### config.mk
export PLATFORM = sky130hd
export DESIGN_NAME = uart_rx_word
export DESIGN_NICKNAME = d
export VERILOG_FILES = /design/src/rtl/uart_pkg.sv /design/src/rtl/uart_rx_byte.sv /design/src/rtl/uart_rx_word.sv
export SDC_FILE = /design/constraint.sdc
export NUM_CORES = 1
export LEC_CHECK = 0
export BUFFER_PORTS_ARGS = -buffer_cell sky130_fd_sc_hd__clkbuf_2
export CORE_MARGIN = 2
export CORE_UTILIZATION = 33
export DETAILED_ROUTE_END_ITERATION = 10
export PLACE_DENSITY = 0.55
export SETUP_SLACK_MARGIN = 0.3
export SLEW_MARGIN = 20
export SYNTH_ARGS = -nofsm -noshare
export SYNTH_HDL_FRONTEND = slang
export SYNTH_HIERARCHICAL = 1
export SYNTH_SLANG_ARGS = --single-unit
### constraint.sdc
create_clock -name PCLK -period 3.2 [get_ports PCLK]
set_input_delay 0 -clock PCLK [delete_from_list [all_inputs] [get_ports PCLK]]
set_output_delay 0 -clock PCLK [all_outputs]
set_load 0.005 [all_outputs]
### src/rtl/uart_pkg.sv
// rtl/uart_pkg.sv - shared widths, default bit timing and receiver FSM states for the UART word receiver
package uart_pkg;

    localparam int BYTE_W           = 8;
    localparam int WORD_W           = 32;
    localparam int WORD_BYTES       = 4;
    localparam int DEF_CLKS_PER_BIT = 130;

    typedef enum logic [2:0] {
        ST_IDLE,
        ST_START,
        ST_DATA,
        ST_PARITY,
        ST_STOP
    } rx_state_e;

endpackage

### src/rtl/uart_rx_byte.sv
// rtl/uart_rx_byte.sv - rxd synchroniser and bit-level receive FSM; even parity when UART_RX_PARITY_EN is defined
module uart_rx_byte
    import uart_pkg::*;
#(
    parameter int CLKS_PER_BIT = DEF_CLKS_PER_BIT
) (
    input  logic              clk,
    input  logic              rst,
    input  logic              rxd,
    output logic [BYTE_W-1:0] byte_data,
    output logic              byte_done,
    output logic              frame_err,
    output logic              parity_err
);

    localparam int               CNT_W    = $clog2(CLKS_PER_BIT);
    localparam logic [CNT_W-1:0] CNT_FULL = CNT_W'(CLKS_PER_BIT - 1);
    localparam logic [CNT_W-1:0] CNT_HALF = CNT_W'(CLKS_PER_BIT / 2 - 1);
    localparam logic [CNT_W-1:0] CNT_ONE  = CNT_W'(1);

    logic              sync1_q, sync1_d;
    logic              rxd_s_q, rxd_s_d;
    logic              rxd_prev_q, rxd_prev_d;
    rx_state_e         state_q, state_d;
    logic [CNT_W-1:0]  cnt_q, cnt_d;
    logic [2:0]        idx_q, idx_d;
    logic [BYTE_W-1:0] shift_q, shift_d;
    logic              frame_err_q, frame_err_d;
    logic              tick;
`ifdef UART_RX_PARITY_EN
    logic              par_bad_q, par_bad_d;
    logic              parity_err_q, parity_err_d;
`endif

    assign tick      = (cnt_q == '0);
    assign byte_data = shift_q;
    assign frame_err = frame_err_q;
`ifdef UART_RX_PARITY_EN
    assign parity_err = parity_err_q;
`else
    assign parity_err = 1'b0;
`endif

    // Next-state logic: synchroniser shift, start-edge detect and mid-bit sampling
    always_comb begin
        sync1_d     = rxd;
        rxd_s_d     = sync1_q;
        rxd_prev_d  = rxd_s_q;
        state_d     = state_q;
        cnt_d       = cnt_q;
        idx_d       = idx_q;
        shift_d     = shift_q;
        frame_err_d = 1'b0;
        byte_done   = 1'b0;
`ifdef UART_RX_PARITY_EN
        par_bad_d    = par_bad_q;
        parity_err_d = 1'b0;
`endif
        case (state_q)
            ST_IDLE: begin
                // Only a high-to-low transition starts a frame; a line held low is ignored
                if (!rxd_s_q && rxd_prev_q) begin
                    cnt_d   = CNT_HALF;
                    state_d = ST_START;
`ifdef UART_RX_PARITY_EN
                    par_bad_d = 1'b0;
`endif
                end
            end
            ST_START: begin
                if (tick) begin
                    if (!rxd_s_q) begin
                        cnt_d   = CNT_FULL;
                        idx_d   = 3'd0;
                        state_d = ST_DATA;
                    end else begin
                        state_d = ST_IDLE;
                    end
                end else begin
                    cnt_d = cnt_q - CNT_ONE;
                end
            end
            ST_DATA: begin
                if (tick) begin
                    shift_d[idx_q] = rxd_s_q;
                    cnt_d          = CNT_FULL;
                    idx_d          = idx_q + 3'd1;
                    if (idx_q == 3'd7) begin
`ifdef UART_RX_PARITY_EN
                        state_d = ST_PARITY;
`else
                        state_d = ST_STOP;
`endif
                    end
                end else begin
                    cnt_d = cnt_q - CNT_ONE;
                end
            end
`ifdef UART_RX_PARITY_EN
            ST_PARITY: begin
                if (tick) begin
                    par_bad_d    = (rxd_s_q != ^shift_q);
                    parity_err_d = (rxd_s_q != ^shift_q);
                    cnt_d        = CNT_FULL;
                    state_d      = ST_STOP;
                end else begin
                    cnt_d = cnt_q - CNT_ONE;
                end
            end
`endif
            ST_STOP: begin
                if (tick) begin
                    state_d = ST_IDLE;
                    if (rxd_s_q) begin
`ifdef UART_RX_PARITY_EN
                        byte_done = !par_bad_q;
`else
                        byte_done = 1'b1;
`endif
                    end else begin
                        frame_err_d = 1'b1;
                    end
                end else begin
                    cnt_d = cnt_q - CNT_ONE;
                end
            end
            default: state_d = ST_IDLE;
        endcase
    end

    // State registers; synchroniser and edge register reset to the idle line level
    always_ff @(posedge clk or posedge rst) begin
        if (rst) begin
            sync1_q     <= 1'b1;
            rxd_s_q     <= 1'b1;
            rxd_prev_q  <= 1'b1;
            state_q     <= ST_IDLE;
            cnt_q       <= '0;
            idx_q       <= 3'd0;
            shift_q     <= '0;
            frame_err_q <= 1'b0;
`ifdef UART_RX_PARITY_EN
            par_bad_q    <= 1'b0;
            parity_err_q <= 1'b0;
`endif
        end else begin
            sync1_q     <= sync1_d;
            rxd_s_q     <= rxd_s_d;
            rxd_prev_q  <= rxd_prev_d;
            state_q     <= state_d;
            cnt_q       <= cnt_d;
            idx_q       <= idx_d;
            shift_q     <= shift_d;
            frame_err_q <= frame_err_d;
`ifdef UART_RX_PARITY_EN
            par_bad_q    <= par_bad_d;
            parity_err_q <= parity_err_d;
`endif
        end
    end

endmodule

### src/rtl/uart_rx_word.sv
// rtl/uart_rx_word.sv - packs received UART bytes into 32-bit words behind a valid/ready holding register; UART_RX_PARITY_EN enables even parity
module uart_rx_word
    import uart_pkg::*;
#(
    parameter int CLKS_PER_BIT = DEF_CLKS_PER_BIT,
    parameter int WORD_BYTES   = 4
) (
    input  logic              PCLK,
    input  logic              PRESET,
    input  logic              rxd,
    input  logic              word_ready,
    output logic [WORD_W-1:0] word_data,
    output logic              word_valid,
    output logic              frame_err,
    output logic              parity_err,
    output logic              overrun
);

    localparam logic [1:0] LAST_LANE = 2'(WORD_BYTES - 1);

    logic [BYTE_W-1:0]        byte_data;
    logic                     byte_done;
    logic [1:0]               lane_q, lane_d;
    logic [WORD_W-BYTE_W-1:0] part_q, part_d;
    logic [WORD_W-1:0]        word_q, word_d;
    logic                     valid_q, valid_d;
    logic                     overrun_q, overrun_d;

    uart_rx_byte #(
        .CLKS_PER_BIT(CLKS_PER_BIT)
    ) u_byte (
        .clk       (PCLK),
        .rst       (PRESET),
        .rxd       (rxd),
        .byte_data (byte_data),
        .byte_done (byte_done),
        .frame_err (frame_err),
        .parity_err(parity_err)
    );

    assign word_data  = word_q;
    assign word_valid = valid_q;
    assign overrun    = overrun_q;

    // Lane packing and holding register; a completing word may replace one consumed on the same edge
    always_comb begin
        lane_d    = lane_q;
        part_d    = part_q;
        word_d    = word_q;
        valid_d   = valid_q;
        overrun_d = 1'b0;
        if (valid_q && word_ready) begin
            valid_d = 1'b0;
        end
        if (byte_done) begin
            if (lane_q == LAST_LANE) begin
                lane_d = 2'd0;
                if (!valid_q || word_ready) begin
                    word_d  = {byte_data, part_q};
                    valid_d = 1'b1;
                end else begin
                    overrun_d = 1'b1;
                end
            end else begin
                part_d[{lane_q, 3'b000} +: BYTE_W] = byte_data;
                lane_d = lane_q + 2'd1;
            end
        end
    end

    // Word-side registers; reset discards any partial word
    always_ff @(posedge PCLK or posedge PRESET) begin
        if (PRESET) begin
            lane_q    <= 2'd0;
            part_q    <= '0;
            word_q    <= '0;
            valid_q   <= 1'b0;
            overrun_q <= 1'b0;
        end else begin
            lane_q    <= lane_d;
            part_q    <= part_d;
            word_q    <= word_d;
            valid_q   <= valid_d;
            overrun_q <= overrun_d;
        end
    end

endmodule

# --- Word-level counts from Yosys, hierarchy flattened ---
# Index checks and enable logic that the tools add are counted.
word_totals:
  register_bits: 86
  output_inout_bits: 36
op_classes:
  n_lt_le_gt_ge: 2
  n_addsub: 4
  shifts: 2
  n_bitwise: 1
  muxes: 35
  reduce_logical: 16
  n_eq_ne: 13
op_table:
  columns: ["operator", "count"]
  rows:
  - ["8-bit 2-to-1 mux", 5]
  - ["8-bit case mux with 4 select lines", 1]
  - ["24-bit bitwise mux", 1]
  - ["3-bit 2-to-1 mux", 8]
  - ["8-bit by 7-bit variable shift with 24-bit output, first input constant", 1]
  - ["8-bit by 7-bit indexed part select with 24-bit output", 1]
  - ["1-bit 2-to-1 mux", 14]
  - ["3-bit case mux with 4 select lines", 1]
  - ["2-bit by 1-bit != test with 1-bit output, second input constant", 5]
  - ["8-bit bitwise mux", 1]
  - ["8-bit logical NOT", 1]
  - ["4-bit AND reduction", 2]
  - ["8-bit by 1-bit subtractor with 8-bit output, second input constant", 1]
  - ["5-bit negation with 7-bit output", 1]
  - ["3-bit == test, second input constant", 2]
  - ["3-bit case mux with 2 select lines", 1]
  - ["5-bit AND reduction", 1]
  - ["3-bit by 4-bit less-than comparator with 1-bit output, second input constant", 1]
  - ["2-bit 2-to-1 mux", 2]
  - ["2-bit != test, second input constant", 2]
  - ["2-bit AND reduction", 2]
  - ["4-bit nonzero test", 1]
  - ["3-bit by 1-bit adder with 3-bit output, second input constant", 1]
  - ["1-bit demux with 3-bit select", 1]
  - ["13 further kinds", 16]

# --- Logic depth before layout (Yosys ltp) ---
depth:
  ltp_word: 5
  depth_mapped: 10
  ltp_nobuf: 8

# --- Modules after synthesis ---
# Netlist, hierarchy kept.
modules_own_cells:
  columns: ["mod", "seq_area_each_um2", "n_inst", "area_each_um2", "cells_each"]
  rows:
  - ["uart_rx_word", 1501.4, 1, 2556.2, 180]
  - ["uart_rx_byte", 654.4, 1, 1387.6, 136]

# --- Worst setup path after synthesis ---
# No wires, ideal clock.
synth_path:
  kind: "reg-to-reg"
  from: "reg u_byte.cnt_q[4]"
  to: "reg word_q[0] (netlist: word_data[0])"
  setup_slack_ps: 563
  n_path_buf: 2
  required_time_ps: 3075
  path_stages_with_launch: 9
  setup_ps: 125
  t_arrival_ps: 2512
  cell_sequence: "dfrtp_1 or4_4 nor3_1 and3_1 nand2_2 nor2b_4 buf_6 buf_12 mux2_4"
synth_between:
  elab_chain_len: 4
synth_rtl:
  columns: ["element", "line", "rtl"]
  rows:
  - ["start: declaration", "uart_rx_byte.sv:25", "logic [CNT_W-1:0] cnt_q, cnt_d;"]
  - ["start signal: assignment", "uart_rx_byte.sv:151", "cnt_q <= cnt_d;"]
  - ["8-bit logical NOT", "uart_rx_byte.sv:35", "assign tick = (cnt_q == '0);"]
  - ["1-bit 2-to-1 mux", "uart_rx_byte.sv:112", "if (tick) begin"]
  - ["1-bit 2-to-1 mux", "uart_rx_byte.sv:59", "case (state_q)"]
  - ["net byte_done", "uart_rx_word.sv:22", "logic byte_done;"]
  - ["3-bit AND reduction (no line)", null, null]
  - ["end signal: assignment", "uart_rx_word.sv:82", "word_q <= word_d;"]
  - ["end: declaration", "uart_rx_word.sv:25", "logic [WORD_W-1:0] word_q, word_d;"]
# The timed path passes the listed nets, and every way through them passes these cells.
# A chain may end at the register's enable or synchronous reset.

# --- Final worst setup path ---
layout_path:
  from: "reg u_byte.cnt_q[4]"
  to: "reg word_q[31] (netlist: word_data[31])"
# Same word-level chain as after synthesis.

==> summary.md <==
| Metric | Value |
|---|---|
| Outcome | `finished clean` |
| Global route overflow | `0` |
| Area of the multi-input gates | `1630 µm²` |
| Vias/cell | `4.89` |
| Number of hold violations in the final report | `0` |
| Worst r2r path cells | `7` |
| Placed Instances | `488` |
| Ant diodes | `0` |
| Register area | `2160 µm²` |
| Slew @ Worst Pin | `843 ps` |
| # fillers | `1128` |
| PwrDens | `585 nW/µm²` |
| Total track usage | `12.7%` |
| NetSw | `0.779 mW` |
| Combinational share of power | `17.6%` |
| Row count | `39` |
| Post-synthesis sequential area ratio | `54.7%` |
| Post-synthesis cell count | `316` |
| Prevailing post-synth register cell | `dfrtp_1` |
| Worst-case clock buffer depth | `2` |
| RSZ-0062 raised after global routing | `false` |
| Vias in the first global route | `2467` |
| First-pass GRT wire length | `12.8 mm` |
| Placement Setup Slack | `609 ps` |
| Post-CTS Setup Bufs | `0` |
| Avg Inst Size Synth | `12.5 µm²` |
| DR pass1 iterations | `4` |
| Share of cells above drive strength 1 | `31.3%` |
| Setup Total Neg Slack | `0 ps` |
| Slew Limit Fails | `0` |
| Clk slew on worst S/H paths | `60 ps` |
| Worst Setup SP | `u_byte/cnt_q[4]$_DFFE_PP0P_` |
| Die Width | `113 µm` |
| Synth warnings | `6` |
| Worst setup margin | `634 ps` |
| CP endpoint | `word_data[31]$_DFFE_PP0P_` |
| Port Buffers | `38` |
| H-tree levels | `3` |
| Clk sink count | `86` |
| Tmin final | `2570 ps` |
| Wirelength per Cell | `14.8 µm` |
| Clk_skew | `5.81 ps` |
| Die Y | `113 µm` |
| Top Ports | `40` |
| Iteration-0 DRC count of the detailed router | `91` |
| Final instance area | `4560 µm²` |
| WP data required | `3420 ps` |
| Root Buffer | `clkbuf_16` |
| Post-synth ARST share | `100%` |
| Slew margin rel. | `43.7%` |
| FF-to-FF End | `word_data[31]$_DFFE_PP0P_` |
| Area after DPL | `4250 µm²` |
| Power, Total | `2.67 mW` |
| Seq pwr share | `46.3%` |
| Clock Latency Late Sink | `340 ps` |
| Largest net degree at the start of global routing | `42` |
| CP Class | `flop to flop` |
| Clock Power Share | `36.0%` |
| Initial Util | `34.1%` |
| Routed WL | `7.48 mm` |
| Die area | `12800 µm²` |
| Sw Ratio | `29.2%` |
| Hold slack | `282 ps` |
| DPL Wire Length | `5.10 mm` |
| DRC | `0` |
| CTS Buf Count | `9` |
| EDFF count, synth | `0` |
| Core region area | `11600 µm²` |
| #FFs+latches synth | `86` |
| Hold Crit Class | `input port to asynchronous set/reset pin` |
| Critical Path AT | `2790 ps` |
| Crit end category | `flop` |
| Setup violators final | `0` |
| Critical R2R Launch | `u_byte/cnt_q[4]$_DFFE_PP0P_` |
| Top achievable clock speed | `390 MHz` |
| Gp weighted congestion | `0.794` |
| Count of cell types in the netlist | `52` |
| Syn Std Cell Area | `3940 µm²` |
| CTS tree | `yes` |
| CP max FO | `32` |
| Vias | `2477` |
| DRT antenna net count | `0` |
| Tcrit/Tclk final | `80.2%` |
| Leakage | `2.15 nW` |
| Internal | `1.89 mW` |
| Finished Layout Cells | `507` |
| Finished Core Util | `39.4%` |
| Reg-to-reg slack, setup | `630 ps` |
| Initial antenna violation count | `0` |
| Startpoint Class | `flop` |
| Max Cap Viol | `0` |
| Final nets | `372` |
| Syn_nets | `329` |
| Max VDD drop | `0.447 mV` |
| Area growth syn-to-layout | `15.5%` |
## state kept, by name (all words and copies together) (netlist names)
register,count
u_byte/rxd_s_d,1
u_byte/idx_q,3
part_q,24
word_valid,1
u_byte/frame_err,1
u_byte/state_q,3
word_data,32
lane_q,2
u_byte/cnt_q,8
u_byte/rxd_prev_q,1
u_byte/byte_data,8
u_byte/rxd_prev_d,1
overrun,1
## power by group through the flow
| stage | Clock, mW | Sequential, mW | Combinational [mW] |
|---|---|---|---|
| after floorplan | 0 | 1.21 | 0.405 |
| after global placement | 0 | 1.25 | 0.455 |
| after detailed placement | 0 | 1.25 | 0.469 |
| after CTS | 0.999 | 1.23 | 0.472 |
| after global routing | 1.04 | 1.24 | 0.536 |
| final | 0.960 | 1.23 | 0.470 |
## critical path: stages (launching register included)
cell and delay (ps):
dfrtp_1 430, or4_4 570, nor3_1 220, and3_1 340
nand2_2 120, nor2b_4 150, buf_12 240, mux2_2 360
## cell families after synthesis
group / after synthesis / synth area share [%]
AO/OA/AOI/OAI: 51 / 8.53
XOR/XNOR: 1 / 0.222
adder cells (fa/ha/maj): 10 / 3.11
buffers and inverters: 24 / 4.00
flip-flops: 86 / 54.7
multiplexers: 41 / 14.6
other: 1 / 0.0951
AND/OR/NAND/NOR: 102 / 14.8
## Yosys cell counts (all sizes together) (5+ instances only)
| library cell | instances | area share [%] |
|---|---|---|
| nor3 | 7 | 0.89 |
| ha | 9 | 2.9 |
| inv | 8 | 0.76 |
| o21ai | 22 | 2.8 |
| dfrtp | 83 | 53 |
| mux2 | 40 | 14 |
| nand2 | 44 | 4.3 |
| nor2b | 7 | 1.3 |
| clkbuf | 10 | 0.95 |
| buf | 6 | 2.3 |
| nor2 | 9 | 0.92 |
| a22o | 10 | 2.2 |
| a21oi | 5 | 0.63 |
## layout make-up
cell class                 count  area share, %
clock buffer                  10           5.03
tap                          143           3.93
multi-input combinational    206           35.8
clock inverter                 6           1.02
timing repair buffer          48           6.26
sequential                    86           47.3
inverter                       8          0.659
## layer usage
| layer | vias to the layer above | track usage [%] | share of wire (%) |
|---|---|---|---|
| met4 | 0 | 4.31 | 1.5 |
| li1 | 1211 | - | - |
| met1 | 1210 | 17.2 | 50 |
| met5 | - | 0 | 0 |
| met2 | 43 | 19.3 | 45 |
| met3 | 13 | 3.91 | 4.2 |
## worst min path at each step
stage	start	endpoint	slack, ps
after floorplan	rxd	u_byte/rxd_s_d$_DFF_PP1_	4
after global placement	rxd	u_byte/rxd_s_d$_DFF_PP1_	90
after detailed placement	rxd	u_byte/rxd_s_d$_DFF_PP1_	90
after CTS	rxd	u_byte/rxd_s_d$_DFF_PP1_	280
after global routing	rxd	u_byte/rxd_s_d$_DFF_PP1_	290
final	PRESET	u_byte/idx_q[0]$_DFFE_PP0P_	280
## cells in the final DEF (no fill, tap or decap), types with 3 or more instances in the layout
cell and count:
dfrtp_1 83, nand2_1 43, clkbuf_2 38, mux2_4 31, o21ai_0 22, a22o_1 10
mux2_2 9, ha_1 9, clkbuf_16 9, nor2_1 8, nor3_1 7, inv_1 6
nor2b_1 6, buf_4 6, a21oi_1 5, nor4_1 4, nand4b_1 4, nand3b_1 3
o31ai_1 3, dlygate4sd3_1 3, or4_4 3, nand3_1 3, dfstp_2 3
## what timing repair did
item | in CTS | in global routing
hold buffers | 3 | 0
endpoints found under the hold margin | 66 | 0
gates resized for setup | 0 | 0
Power figures use the tool's default switching activity.
